$ cat config.mk
export PLATFORM = sky130hd
export DESIGN_NAME = fifo_burst_reader
export DESIGN_NICKNAME = d
export VERILOG_FILES = /design/src/rtl/fifo_burst_reader.sv
export SDC_FILE = /design/constraint.sdc
export NUM_CORES = 1
export LEC_CHECK = 0
export CAP_MARGIN = 5
export CORE_UTILIZATION = 47
export CTS_BUF_LIST = sky130_fd_sc_hd__clkbuf_4 sky130_fd_sc_hd__clkbuf_8 sky130_fd_sc_hd__clkbuf_16
export CTS_CLUSTER_SIZE = 14
export DETAILED_ROUTE_END_ITERATION = 12
export PLACE_DENSITY = 0.83
export SETUP_SLACK_MARGIN = 0.3
export SLEW_MARGIN = 5
export SYNTH_ARGS = -nofsm -noshare
export SYNTH_HDL_FRONTEND = slang
export SYNTH_SLANG_ARGS = --single-unit
$ cat constraint.sdc
create_clock -name clk_read -period 2.75 [get_ports clk_read]
set_clock_uncertainty 0.2 [all_clocks]
set_input_delay 0.275 -clock clk_read [delete_from_list [all_inputs] [get_ports clk_read]]
set_output_delay 0.275 -clock clk_read [all_outputs]
set_load 0.05 [all_outputs]
$ cat src/rtl/fifo_burst_reader.sv
`default_nettype none
// fifo_burst_reader: drains burst_len words from the async FIFO read port onto a
// valid/ready stream through a 2-entry skid buffer. Optional feature macro: RD_TIMEOUT_EN.
module fifo_burst_reader #(
  parameter int Data_width     = 8,
  parameter int Addr_width     = 5,
  parameter int Timeout_cycles = 255
) (
  input  logic                  clk_read,
  input  logic                  rst,
  input  logic                  start,
  input  logic [Addr_width:0]   burst_len,
  input  logic                  fifo_empty,
  output logic                  fifo_rd_en,
  input  logic [Data_width-1:0] fifo_rd_data,
  output logic                  m_valid,
  input  logic                  m_ready,
  output logic [Data_width-1:0] m_data,
  output logic                  busy,
  output logic                  done,
  output logic                  timeout
);

  typedef enum logic [1:0] {
    S_IDLE  = 2'd0,
    S_RUN   = 2'd1,
    S_FLUSH = 2'd2
  } state_t;

  state_t                state_q, state_d;
  logic [Addr_width:0]   len_q, len_d;
  logic [Addr_width:0]   issued_q, issued_d;
  logic                  inflight_q;
  logic                  zero_done_q, zero_done_d;
  logic [Data_width-1:0] skid_q [2];
  logic                  wr_ptr_q, rd_ptr_q;
  logic [1:0]            count_q;
  logic [2:0]            occ;
  logic                  pop;
  logic                  flush_done;
  logic                  tmo_hit;

  // Credit: buffered words plus the word on the FIFO data bus may never exceed two.
  always_comb begin
    occ        = {1'b0, count_q} + {2'b00, inflight_q};
    m_valid    = (count_q != 2'd0);
    m_data     = skid_q[rd_ptr_q];
    pop        = m_valid & m_ready;
    fifo_rd_en = (state_q == S_RUN) && !fifo_empty && (issued_q < len_q) &&
                 ((occ <= 3'd1) || ((occ == 3'd2) && pop));
    flush_done = (state_q == S_FLUSH) && (count_q == 2'd0) && !inflight_q;
    busy       = (state_q != S_IDLE);
    done       = flush_done | zero_done_q;
  end

  always_comb begin
    state_d     = state_q;
    len_d       = len_q;
    issued_d    = issued_q;
    zero_done_d = 1'b0;
    case (state_q)
      S_IDLE: begin
        if (start) begin
          if (burst_len == '0) begin
            zero_done_d = 1'b1;
          end else begin
            state_d  = S_RUN;
            len_d    = burst_len;
            issued_d = '0;
          end
        end
      end
      S_RUN: begin
        issued_d = issued_q + {{Addr_width{1'b0}}, fifo_rd_en};
        if ((issued_q == len_q) || tmo_hit) state_d = S_FLUSH;
      end
      S_FLUSH: begin
        if (flush_done) state_d = S_IDLE;
      end
      default: state_d = S_IDLE;
    endcase
  end

  always_ff @(posedge clk_read or negedge rst) begin
    if (!rst) begin
      state_q     <= S_IDLE;
      len_q       <= '0;
      issued_q    <= '0;
      inflight_q  <= 1'b0;
      zero_done_q <= 1'b0;
    end else begin
      state_q     <= state_d;
      len_q       <= len_d;
      issued_q    <= issued_d;
      inflight_q  <= fifo_rd_en;
      zero_done_q <= zero_done_d;
    end
  end

  // Capture and pop in one cycle both apply; the occupancy count then stays put.
  always_ff @(posedge clk_read or negedge rst) begin
    if (!rst) begin
      skid_q[0] <= '0;
      skid_q[1] <= '0;
      wr_ptr_q  <= 1'b0;
      rd_ptr_q  <= 1'b0;
      count_q   <= 2'd0;
    end else begin
      if (inflight_q) begin
        skid_q[wr_ptr_q] <= fifo_rd_data;
        wr_ptr_q         <= ~wr_ptr_q;
      end
      if (pop) rd_ptr_q <= ~rd_ptr_q;
      case ({inflight_q, pop})
        2'b10:   count_q <= count_q + 2'd1;
        2'b01:   count_q <= count_q - 2'd1;
        default: count_q <= count_q;
      endcase
    end
  end

`ifdef RD_TIMEOUT_EN
  localparam int TMO_W = $clog2(Timeout_cycles + 1);

  logic [TMO_W-1:0] tmo_cnt_q, tmo_cnt_d;
  logic             tmo_flag_q, tmo_flag_d;

  // Abort fires on the cycle that completes the run of empty cycles, so FLUSH follows directly.
  always_comb begin
    tmo_cnt_d  = tmo_cnt_q;
    tmo_flag_d = tmo_flag_q;
    tmo_hit    = 1'b0;
    if ((state_q == S_IDLE) && start) begin
      tmo_cnt_d  = '0;
      tmo_flag_d = 1'b0;
    end else if (state_q == S_RUN) begin
      if (fifo_empty && (issued_q < len_q)) begin
        if (tmo_cnt_q == TMO_W'(Timeout_cycles - 1)) begin
          tmo_hit    = 1'b1;
          tmo_flag_d = 1'b1;
          tmo_cnt_d  = '0;
        end else begin
          tmo_cnt_d = tmo_cnt_q + TMO_W'(1);
        end
      end else begin
        tmo_cnt_d = '0;
      end
    end
  end

  always_ff @(posedge clk_read or negedge rst) begin
    if (!rst) begin
      tmo_cnt_q  <= '0;
      tmo_flag_q <= 1'b0;
    end else begin
      tmo_cnt_q  <= tmo_cnt_d;
      tmo_flag_q <= tmo_flag_d;
    end
  end

  assign timeout = flush_done & tmo_flag_q;
`else
  assign tmo_hit = 1'b0;
  assign timeout = 1'b0;
`endif

endmodule
`default_nettype wire
==> summary.md, run 1 <==
| Metric | Value |
|---|---|
| Status | `completed` |
| Number of max-slew violations in the final report | `0` |
| Signed area change from the synthesized netlist to the final layout | `30.6%` |
| Overall power consumption | `between 3 and 4 mW` |
| Worst Setup Slack post-DPL | `0.0821 ns` |
| Port Buffer Count | `30` |
| Clock slew at the register clock pins of the worst setup and hold paths | `0.08 ns` |
| Number of library cell types mapped by synthesis | `38` |
| Deepest clock path buffer count | `2` |
| Total of endpoints with negative setup slack in the final report | `0` |
| Num ports | `32` |
| Top_reg_cell synth | `dfrtp_1` |
| Number of instances in the synthesized netlist | `156` |
| R2R setup slack | `around 0.14 ns` |
| Cts hold-fix bufs | `0` |
| Placed wire-length estimate after detailed placement | `2820 um` |
| Initial DRT Pass Iterations | `4` |
| Number of clock sinks seen by CTS | `36` |
| Number of nets at the end of the flow | `230` |
| Wire length of the first global-routing pass | `6480 um` |
| Placed cell area | `2260 um2` |
| Register bit count reported by yosys | `36` |
| Leakage power | `1.09 nW` |
| GRT Residual Overflow | `0` |
| Routed length per instance | `16.1 um` |
| Final Instance Count excl. Fillers | `248` |
| Effective utilization at floorplan | `49.8%` |
| Area of the core | `3740 um2` |
| Commonest cells after routing, fill and taps aside | `dfrtp_1, mux2_2, clkdlybuf4s50_1` |
| Critical register-to-register path endpoint | `issued_q[5]$_DFFE_PN0P_` |
| Largest fanout on the critical path | `3` |
| Die X | `approximately 65 um` |
| Reg-to-reg startpoint | `len_q[3]$_DFFE_PN0P_` |
| Maximum frequency from static timing analysis | `0.384 GHz` |
| Chip height | `between 60 and 70 um` |
| Final RePlAce weighted congestion | `0.902` |
| Number of global-route vias before repair | `approximately 1400` |
| Area of the mapped netlist | `1860 um2` |
| DRT Wirelength | `4000 um` |
| Worst reg-to-reg path cell count | `9` |
| Ratio of cells with drive above 1 in the final layout | `~30%` |
| Nets in the synthesized netlist | `roughly 190` |
| Crit path time final | `2.61 ns` |
| GR Util All Layers | `21.5%` |
| Worst endpoint data arrival time | `2.62 ns` |
| Total count of hold-check failures in the final report | `0` |
| Total number of H-tree levels | `2` |
| Die area | `4220 um2` |
| CP Capture Type | `flip-flop` |
| CP Launch Type | `flip-flop` |
| Antenna violations before repair | `0` |
| Worst min-delay path class | `input pin to asynchronous set/reset pin` |
| Sequential element share of the synthesized area | `48.3%` |
| Period Utilization, post-route | `94.7%` |
| Minimum setup slack in the final design | `0.144 ns` |
| Total inserted antenna cells | `0` |
| Max-Cap Viols | `0` |
| TritonCTS clock tree | `built` |
| Worst skew pair latency | `~0.3 ns` |
| Buffer cell driving the clock tree root | `clkbuf_8` |
| Setup TNS | `0 ns` |
| Number of flops mapped to enable cells by yosys | `0` |
| Routed Antenna Nets | `0` |
| Fraction of registers with async set or reset after synthesis | `100%` |
| Critical path class | `flip-flop to flip-flop` |
| Required time of the worst setup path | `approximately 2.8 ns` |
| Final instance area | `2430 um2` |
| Cell count after placement | `234` |
| Drt first-iter violations | `48` |
| Worst vdd rail ir drop | `880 uV` |
| RSZ-0062 raised after global routing | `true` |
| FP Rows | `22` |
| Vias per inst | `between 5 and 6` |
| Warnings, synthesis | `0` |
| Avg Synthesized Cell Area | `12.0 um2` |
| TritonCTS buffer count | `5` |
| # DRC | `0` |
| Power per standard cell area | `1270 nW/um2` |
| Largest net degree at the start of global routing | `37` |
| Via total after detailed routing | `1313` |
| Leading cell type in the layout, fill and taps excluded | `dfrtp_1` |
metal layers:
layer,up-vias,share of wire (%),track usage [%]
met5,-,0,0
li1,626,-,-
met1,643,44,25.5
met2,30,49,34.0
met4,0,3.1,11.7
met3,14,3.9,7.39
worst max-delay path, cell delays in order (launching register included):
cell       delay, ns
dfrtp_1         0.36
inv_1           0.06
ha_1            0.31
a21o_1          0.16
a21o_1          0.18
a2111oi_4       0.34
ha_2            0.27
nand3_2         0.09
or4_4           0.43
o211ai_1        0.12
how the worst max path moves through the flow:
stage / from / endpoint / slack [ns] / depth (start not counted)
after floorplan: issued_q[3]$_DFFE_PN0P_ / issued_q[5]$_DFFE_PN0P_ / -0.23 / 8
after global placement: m_ready / issued_q[5]$_DFFE_PN0P_ / 0.24 / 8
after detailed placement: inflight_q$_DFF_PN0_ / issued_q[4]$_DFFE_PN0P_ / 0.08 / 10
after CTS: len_q[3]$_DFFE_PN0P_ / issued_q[4]$_DFFE_PN0P_ / 0.18 / 10
after global routing: len_q[3]$_DFFE_PN0P_ / issued_q[4]$_DFFE_PN0P_ / 0.02 / 10
final: len_q[3]$_DFFE_PN0P_ / issued_q[5]$_DFFE_PN0P_ / 0.14 / 9
logic make-up (layout without fill, tap and decap cells):
| kind of cell | Yosys count | after routing | synth area share, % |
|---|---|---|---|
| flops | 36 | 36 | 48.3 |
| mux | 32 | 32 | 19.2 |
| simple gates | 29 | 29 | 9.19 |
| buf+inv | 22 | 66 | 5.03 |
| compound gates | 19 | 19 | 7.65 |
| fa+ha+maj | 12 | 12 | 8.05 |
| xor+xnor | 5 | 5 | 2.35 |
| other cells | 1 | 1 | 0.201 |
layout make-up:
cell class	instances	area (um2)
multi-input cells	98	926
clock inverters	2	35.0
clock buffers	6	76.3
fillers	322	1310
flip-flops and latches	36	903
inverters	19	71.3
well taps	48	60.1
repair buffers	39	363
report_power, final:
part,internal (mW),switching (mW)
logic,0.704,0.920
clock network,0.279,0.195
registers,0.783,0.219
synthesized netlist by cell type, types with 2 or more instances:
cell type | instances | area [um2]
a21o_1 | 2 | 15.0
dfrtp_1 | 36 | 901
o22ai_1 | 5 | 31.3
nand2_1 | 5 | 18.8
nor2_1 | 9 | 33.8
mux2_1 | 6 | 67.6
a21oi_1 | 2 | 10.0
o211ai_1 | 2 | 15.0
xnor2_1 | 3 | 26.3
xor2_1 | 2 | 17.5
mux2_2 | 24 | 270
or2_2 | 2 | 12.5
nand3_1 | 3 | 15.0
mux2i_1 | 2 | 20.0
inv_1 | 19 | 71.3
ha_1 | 12 | 150
stage by stage:
stage	hold slack [ns]	utilization, %
6_report	0.175	65.0
5_1_grt	0.214	65.0
4_1_cts	0.194	63.9
3_5_place_dp	0.282	60.4
3_3_place_gp	0.273	60.4
2_1_floorplan	-0.221	-
what timing repair did:
action                     4_1_cts  5_1_grt
gates resized for setup         12        6
setup endpoints to repair       15        7
cloned                           0        0
pin swaps                        5        3
setup buffers                    3        3
registers in the layout, summed over array words and instances (netlist names):
register and flops:
count_q 2, inflight_q 1, issued_q 6, len_q 6, rd_ptr_q 1, skid_q 16, state_q 2, wr_ptr_q 1
zero_done_q 1
(Power assumes the default switching activity.)
==> run 2, diff against run 1 <==
--- a/config.mk
+++ b/config.mk
@@ -16,3 +16,4 @@
 export SYNTH_ARGS = -nofsm -noshare
 export SYNTH_HDL_FRONTEND = slang
 export SYNTH_SLANG_ARGS = --single-unit
+export TNS_END_PERCENT = 50
==> summary.md, run 2 (synthesized netlist as in run 1, its figures left out) <==
| Metric | Value |
|---|---|
| Routed length per instance | `16.2 um (+0.35%)` |
| Filler instances | `278 (-14%)` |
| Leakage power | `1.09 nW (+0.53%)` |
| Placed cell area | `2260 um2 (unchanged)` |
| Max-Cap Viols | `0 (unchanged)` |
| Minimum hold slack | `0.206 ns (+0.0314 ns)` |
| Area of the core | `3740 um2 (unchanged)` |
| Total count of hold-check failures in the final report | `0 (unchanged)` |
| Port Buffer Count | `30 (unchanged)` |
| Number of nets at the end of the flow | `238 (+3.5%)` |
| Max-slew headroom | `66.6%` |
| Number of max-slew violations in the final report | `0 (unchanged)` |
| Antenna violations before repair | `0 (unchanged)` |
| Critical path class | `flip-flop to flip-flop` |
| Wire length of the first global-routing pass | `6670 um (+3.0%)` |
| Crit path time final | `2.61 ns (+0.00888 ns)` |
| Via total after detailed routing | `1362 (+3.7%)` |
| # DRC | `0 (unchanged)` |
| RSZ-0062 raised after global routing | `true` |
| Largest registers | `skid_q x16, issued_q x6, len_q x6` |
| DRT Wirelength | `4090 um (+2.4%)` |
| Critical register-to-register path endpoint | `issued_q[5]$_DFFE_PN0P_` |
| Leading cell type in the layout, fill and taps excluded | `dfrtp_1` |
| Cts hold-fix bufs | `0 (unchanged)` |
| Number of global-route vias before repair | `1456 (+3.6%)` |
| Ratio of cells with drive above 1 in the final layout | `35.6% (+5.6 points)` |
| Worst skew pair latency | `0.28 ns (-0.02 ns)` |
| Power per standard cell area | `1250 nW/um2 (-1.6%)` |
| Num ports | `32 (unchanged)` |
| Reg-to-reg startpoint | `issued_q[4]$_DFFE_PN0P_` |
| Maximum frequency from static timing analysis | `0.382 GHz (-0.34%)` |
| Largest net degree at the start of global routing | `37 (unchanged)` |
| Routed Antenna Nets | `0 (unchanged)` |
| Die area | `4220 um2 (unchanged)` |
| Largest fanout on the critical path | `5 (+2)` |
| Register name with the most flops | `skid_q` |
| Final RePlAce weighted congestion | `0.903 (+0.12%)` |
| TritonCTS clock tree | `built` |
| Status | `completed` |
| CP Launch Type | `flip-flop` |
| R2R setup slack | `0.14 ns (about the same)` |
| Clock slew at the register clock pins of the worst setup and hold paths | `0.07 ns (about the same)` |
| Required time of the worst setup path | `2.74 ns (-0.02 ns)` |
| Worst reg-to-reg path cell count | `8 (-1)` |
| GRT Residual Overflow | `0 (unchanged)` |
| Final instance area | `2500 um2 (+2.7%)` |
| Drt first-iter violations | `53 (+10%)` |
| FP Rows | `22 (unchanged)` |
| Total inserted antenna cells | `0 (unchanged)` |
| Number of clock sinks seen by CTS | `36 (unchanged)` |
| Worst vdd rail ir drop | `714 uV (-19%)` |
| Initial DRT Pass Iterations | `4 (unchanged)` |
| Commonest cells after routing, fill and taps aside | `dfrtp_1, clkdlybuf4s50_1, mux2_2` |
| Die X | `65.0 um (unchanged)` |
| Vias per inst | `5.38 (+1.7%)` |
| Period Utilization, post-route | `95.1% (+0.32 points)` |
| GR Util All Layers | `21.6% (+0.15 points)` |
| CP Capture Type | `flip-flop` |
| Deepest clock path buffer count | `2 (unchanged)` |
| Placed wire-length estimate after detailed placement | `2790 um (-1.2%)` |
| Number of flip-flops in the largest register | `16 (unchanged)` |
| Worst min-delay path class | `input pin to asynchronous set/reset pin` |
| Signed area change from the synthesized netlist to the final layout | `34.2%` |
| Buffer cell driving the clock tree root | `clkbuf_8` |
| Effective utilization at floorplan | `49.8% (unchanged)` |
| TritonCTS buffer count | `5 (unchanged)` |
| Worst slew pin tran | `0.500 ns` |
| Setup TNS | `0 ns (unchanged)` |
| Total of endpoints with negative setup slack in the final report | `0 (unchanged)` |
| Worst endpoint data arrival time | `2.61 ns (about the same)` |
| Chip height | `65.0 um (unchanged)` |
| Total number of H-tree levels | `2 (unchanged)` |
==> run 2: changes by cell type in the layout (fill, tap and decap cells not counted), moves of 2 or more <==
cell / change
buf_4: +6
dfrtp_2: +4
clkdlybuf4s50_1: +8
buf_6: +2
dlygate4sd2_1: -7
dfrtp_1: -4
==> run 2: repair_timing <==
| action | CTS | global route |
|---|---|---|
| hold endpoints to repair | 0 | 0 |
| pin swaps | 5 | 4 |
| gates resized for setup | 8 | 11 |
| endpoints found under the setup margin | 8 | 15 |
| buffers inserted | 6 | 8 |
==> run 2: worst max-delay path by stage <==
stage                       startpoint                       to
4_1_cts        issued_q[3]$_DFFE_PN0P_  issued_q[5]$_DFFE_PN0P_
3_3_place_gp                   m_ready  issued_q[5]$_DFFE_PN0P_
3_5_place_dp      inflight_q$_DFF_PN0_  issued_q[5]$_DFFE_PN0P_
2_1_floorplan  issued_q[3]$_DFFE_PN0P_  issued_q[5]$_DFFE_PN0P_
5_1_grt           len_q[4]$_DFFE_PN0P_  issued_q[5]$_DFFE_PN0P_
6_report       issued_q[4]$_DFFE_PN0P_  issued_q[5]$_DFFE_PN0P_
==> run 2: where the power goes <==
| part | total, mW | internal (mW) | switching (mW) |
|---|---|---|---|
| Sequential | 0.994 | 0.789 | 0.205 |
| Clock | 0.326 | 0.163 | 0.163 |
| Combinational | 1.81 | 0.844 | 0.969 |
==> run 2: per-stage QoR <==
step | worst slack, ns | cells | utilization [%] | total power [mW]
2_1_floorplan | -0.229 | 156 | - | 2.10
4_1_cts | 0.177 | 245 | 64.1 | 2.99
3_3_place_gp | 0.244 | 234 | 60.4 | 2.51
5_1_grt | 0.0695 | 253 | 66.8 | 3.32
3_5_place_dp | 0.0943 | 234 | 60.4 | 2.59
6_report | 0.136 | 253 | 66.8 | 3.13
==> run 2: final cells by class <==
class	instances	area [um2]	share of cell area (%)
clock buffers	5	68.8	2.75
inverters	19	71.3	2.85
multi-input cells	98	948	37.9
flip-flops and latches	36	908	36.3
well taps	48	60.1	2.40
repair buffers	47	444	17.8
==> run 2: metal layers <==
metal / up-vias / global-route usage, % / part of all wire [%]
met5: - / 0 / 0
met4: 0 / 11.7 / 2.1
met3: 8 / 6.16 / 4.4
met2: 37 / 35.0 / 51
met1: 678 / 25.8 / 42
li1: 639 / - / -
==> run 2: worst max-delay path, stage by stage, from the launching register on <==
cell and delay [ns]:
dfrtp_1 0.44, ha_1 0.32, nand4_1 0.19, a21oi_2 0.08, a2111oi_4 0.32, ha_2 0.28, nand3_2 0.11, or4_1 0.45
o211ai_1 0.14
